<file path="config.mk">
export PLATFORM = sky130hd
export DESIGN_NAME = ifid_elastic_reg
export DESIGN_NICKNAME = d
export VERILOG_FILES = /design/src/rtl/ifid_elastic_reg.sv
export SDC_FILE = /design/constraint.sdc
export NUM_CORES = 1
export LEC_CHECK = 0
export BUFFER_PORTS_ARGS = -buffer_cell sky130_fd_sc_hd__buf_4
export CORE_ASPECT_RATIO = 0.8
export CORE_MARGIN = 5
export CORE_UTILIZATION = 45
export DETAILED_ROUTE_END_ITERATION = 8
export PLACE_DENSITY = 0.74
export REMOVE_ABC_BUFFERS = 1
export SLEW_MARGIN = 0
export SYNTH_ARGS = -nofsm -noshare
export SYNTH_HDL_FRONTEND = slang
export SYNTH_SLANG_ARGS = --single-unit
</file>
<file path="constraint.sdc">
create_clock -name clk -period 6.31 [get_ports clk]
set_input_delay 0.631 -clock clk [delete_from_list [all_inputs] [get_ports clk]]
set_output_delay 0.631 -clock clk [all_outputs]
set_load 0.02 [all_outputs]
</file>
<file path="src/rtl/ifid_elastic_reg.sv">
// IF/ID pipeline stage: DEPTH-entry elastic buffer between fetch and decode.
// Holds {pcp4, ins} pairs in a circular buffer with a valid/ready handshake.
// A synchronous flush empties the stage. While the stage is empty, decode sees
// a bubble: pcp4o=0 and the fields are sliced from NOP_INSN.
module ifid_elastic_reg #(
    parameter int          PC_W     = 32,
    parameter int          DEPTH    = 2,
    parameter logic [31:0] NOP_INSN = 32'h0000_0000,
    parameter int          CNT_W    = $clog2(DEPTH + 1)
) (
    input  logic             clk,
    input  logic             rst_n,
    input  logic             in_valid,
    output logic             in_ready,
    input  logic [PC_W-1:0]  pcp4,
    input  logic [31:0]      ins,
    input  logic             flush,
    output logic             out_valid,
    input  logic             out_ready,
    output logic [PC_W-1:0]  pcp4o,
    output logic [5:0]       op,
    output logic [4:0]       rs_fmt,
    output logic [4:0]       rt_ft,
    output logic [4:0]       rd_fs,
    output logic [4:0]       sh_fd,
    output logic [5:0]       fun,
    output logic [15:0]      im,
    output logic [25:0]      ad,
    output logic [CNT_W-1:0] count
);

    localparam int PTR_W = (DEPTH > 1) ? $clog2(DEPTH) : 1;

    logic [PC_W-1:0]  mem_pc  [DEPTH];
    logic [31:0]      mem_ins [DEPTH];
    logic [PTR_W-1:0] wr_ptr, rd_ptr;
    logic [PTR_W-1:0] wr_nxt, rd_nxt;
    logic [CNT_W-1:0] cnt;
    logic             push, pop;
    logic [31:0]      head_ins;
    logic [PC_W-1:0]  head_pc;

    // Handshake qualifiers and modulo-DEPTH pointer increments
    always_comb begin
        in_ready  = (cnt != CNT_W'(DEPTH));
        out_valid = (cnt != '0);
        push      = in_valid & in_ready & ~flush;
        pop       = out_valid & out_ready & ~flush;
        wr_nxt    = (wr_ptr == PTR_W'(DEPTH - 1)) ? '0 : wr_ptr + 1'b1;
        rd_nxt    = (rd_ptr == PTR_W'(DEPTH - 1)) ? '0 : rd_ptr + 1'b1;
    end

    // Pointer and occupancy state; flush overrides any push or pop this cycle
    always_ff @(posedge clk or negedge rst_n) begin
        if (!rst_n) begin
            wr_ptr <= '0;
            rd_ptr <= '0;
            cnt    <= '0;
        end else if (flush) begin
            wr_ptr <= '0;
            rd_ptr <= '0;
            cnt    <= '0;
        end else begin
            if (push) wr_ptr <= wr_nxt;
            if (pop)  rd_ptr <= rd_nxt;
            if (push && !pop)
                cnt <= cnt + 1'b1;
            else if (pop && !push)
                cnt <= cnt - 1'b1;
        end
    end

    // Entry storage; contents are don't-care until written, so no reset is applied
    always_ff @(posedge clk) begin
        if (push) begin
            mem_pc[wr_ptr]  <= pcp4;
            mem_ins[wr_ptr] <= ins;
        end
    end

    // Head entry, or a bubble while empty, sliced into decode fields
    always_comb begin
        head_ins = out_valid ? mem_ins[rd_ptr] : NOP_INSN;
        head_pc  = out_valid ? mem_pc[rd_ptr]  : '0;
        pcp4o    = head_pc;
        op       = head_ins[31:26];
        rs_fmt   = head_ins[25:21];
        rt_ft    = head_ins[20:16];
        rd_fs    = head_ins[15:11];
        sh_fd    = head_ins[10:6];
        fun      = head_ins[5:0];
        im       = head_ins[15:0];
        ad       = head_ins[25:0];
        count    = cnt;
    end

endmodule

</file>
==> metrics.md <==
| Metric | Value |
|---|---|
| Post-synthesis mux area share | `between 10% and 20%` |
| Worst-case clock buffer depth | `2` |
| H-Tree Depth | `4` |
| Largest net degree at the start of global routing | `66` |
| Initial antenna violation count | `0` |
| WL/cell | `16.3 um` |
| Hold Worst Slack | `0.408 ns` |
| Post-Syn Instances | `339` |
| Place WS | `3.84 ns` |
| Outcome | `finished clean` |
| Die Wd | `about 130 um` |
| Clock transition at path regs | `~0.060 ns` |
| Cts repair resizes | `0` |
| Endpoints failing hold | `0` |
| R2R Path End | `mem_ins[1][11]` |
| Clock Latency Late Sink | `approximately 0.40 ns` |
| Setup_tns | `0 ns` |
| P per Cell Area | `326 mW/mm^2` |
| Number of global-route vias before repair | `approximately 3,300` |
| Final Wtd Congestion | `around 0.72` |
| Setup slack, reg-to-reg | `4.38 ns` |
| Final wirelength | `10,500 um` |
| Die Area | `0.0142 sq mm` |
| Distinct cells, synth | `21` |
| TritonCTS clock tree | `built` |
| Synth Area in XOR/XNOR | `less than 1%` |
| Total core area | `0.0116 sq mm` |
| Synth Area in Compound Gates | `less than 1%` |
| Clk sinks | `around 130` |
| Crit path max-delay cell type | `dfrtp_4` |
| Final period util | `around 45%` |
| CP cell instances | `mux2i_1 > nor2_1 > buf_4` |
| Inserted Diodes | `0` |
| Synth Area in Adders | `0%` |
| Yosys reg bits | `between 100 and 150` |
| CTS Buf Count | `17` |
| Mapped Area | `~0.0054 sq mm` |
| Arr. time, crit path | `2.24 ns` |
| Critical path endpoint category | `output port` |
| Max_cap viols | `0` |
| RSZ-0062 raised after global routing | `no` |
| Post-synthesis simple-gate area fraction | `5.60%` |
| PortBufs | `178` |
| Via count | `a little over 3,000` |
| Fill cells | `906` |
| Residual DRC count | `0` |
| Share of layout cells above drive strength 1 | `43.9%` |
| Total global routing overflow | `0` |
| CP required | `approximately 5.7 ns` |
| VDD IR max | `between 0.15 and 0.2 mV` |
| Design area | `between 0.007 and 0.008 sq mm` |
| Worst r2r path cells | `5` |
| Slew HR | `approximately 24%` |
| Initial DRC Count | `between 150 and 200` |
| Row cnt | `35` |
| Most frequent cells in the layout | `buf_4, edfxtp_1, mux2i_1, nor2_1, clkbuf_16` |
| Period minus WS final | `between 2 and 3 ns` |
| DP Area | `between 0.006 and 0.007 sq mm` |
| Sequential share of the synthesized area | `73.6%` |
| Largest family of logic cells by synthesized area | `multiplexers` |
| CP max stage delay | `1.19 ns` |
| Leakage | `between 2 and 3 nW` |
| CP Launch Type | `flop` |
| Worst setup path endpoint | `im[14]` |
| Reg area | `a little under 0.004 sq mm` |
| Nets | `555` |
| Vias per cell | `about 4.8` |
| RR Startpoint | `count[1]` |
| Initial Util | `a little under half` |
| Largest fanout on the critical path | `65` |
| GR Util All Layers | `~15%` |
| Synth-to-layout area growth | `33.7%` |
| First-pass GRT wire length | `between 15,000 and 20,000 um` |
| YS warnings | `0` |
| Die Span Y | `around 110 um` |
| Setup violators final | `0` |
| Multi-input logic area | `approximately 0.001 sq mm` |
| Remaining antenna violation count | `0` |
| Fmax | `349 MHz` |
| I/O pins | `between 150 and 200` |
| Hold/Removal Path Class | `in2reg` |
| TritonRoute pass-1 iters | `4` |
| Slew Viols, Final | `0` |
| HPWL Detailed | `7080 um` |
| Setup ws final | `approximately 3.4 ns` |
| Syn avg cell area | `roughly 16 sq um` |
| Layout Skew | `between 0.005 and 0.006 ns` |
| Crit path launch | `rd_ptr` |
| WS Path Type | `reg2out` |
| Commonest non-fill, non-tap cell in the layout | `buf_4` |
| CTS root buf | `clkbuf_16` |
| Worst-Margin Slew | `~1.1 ns` |
flip-flops by register name (all words and copies together) (netlist names):
register and count:
mem_ins 64, mem_pc 64, wr_ptr 1, count 2, rd_ptr 1
layer usage:
| metal | track usage [%] | routed length, um | part of all wire [%] |
|---|---|---|---|
| met1 | 16.8 | 4100 | 39 |
| met4 | 5.36 | 116 | 1.1 |
| met5 | 0 | 0 | 0 |
| met3 | 5.70 | 818 | 7.8 |
| met2 | 26.2 | 5510 | 52 |
metrics by stage:
stage	total power (W)	cells	util, %
after floorplan	0.00120	283	-
after global placement	0.00134	614	56.4
after detailed placement	0.00135	614	56.4
after CTS	0.00237	647	61.8
after global routing	0.00243	647	61.8
final	0.00234	647	61.8
final cells by class:
cell class,count,share of cell area [%]
timing repair buffer,184,19.3
clock buffer,20,6.09
inverter,3,0.157
sequential,132,55.1
tap,148,2.58
multi-input combinational,148,14.3
clock inverter,12,2.51
worst max-delay path, delay by kind of cell (launching register included):
family                 cells  cell delay [ns]
multiplexers               1             0.17
AND/OR/NAND/NOR            1             0.27
buffers and inverters      1             0.20
flip-flops                 1             1.19
synth_stat cells:
library cell  instances  area (sq um)
nor2b_2               1          8.76
or2_0                 1          6.26
o21ai_0               2          10.0
clkbuf_1              1          3.75
dfrtp_1               4           100
inv_1                 1          3.75
xor2_1                1          8.76
buf_2                 7          35.0
nand3b_1              1          7.51
buf_4                48           360
o211ai_1              1          7.51
a21o_1                1          7.51
mux2i_1              65           651
edfxtp_1            128          3840
or3_1                 1          6.26
inv_2                 2          7.51
nor3_1                1          5.00
nor2_1               66           248
nand2_1               1          3.75
a21oi_1               4          20.0
nor3b_1               2          15.0
logic make-up after synthesis:
logic type / Yosys count
buffers and inverters: 59
AND/OR/NAND/NOR: 74
multiplexers: 65
flip-flops: 132
AO/OA/AOI/OAI: 8
XOR/XNOR: 1
power breakdown:
group	internal (W)	switching [W]	leakage [nW]
Sequential	0.000999	0.0000281	1.23
Clock	0.000662	0.000350	0.295
Combinational	0.000135	0.000164	1.27
worst min path at each step:
stage	from	endpoint	slack [ns]	depth (start not counted)
floorplan	rst_n	count[0]	0.34	0
global placement	rst_n	count[0]	0.43	1
detailed placement	rst_n	count[0]	0.43	1
CTS	pcp4[11]	mem_pc[0][11]	0.39	1
global route	ins[24]	mem_ins[1][24]	0.38	1
finish	pcp4[11]	mem_pc[0][11]	0.41	1
repair_timing:
action,4_1_cts,5_1_grt
endpoints found under the hold margin,2,0
hold buffers,1,0
setup buffers,0,0
(Power assumes the default switching activity.)
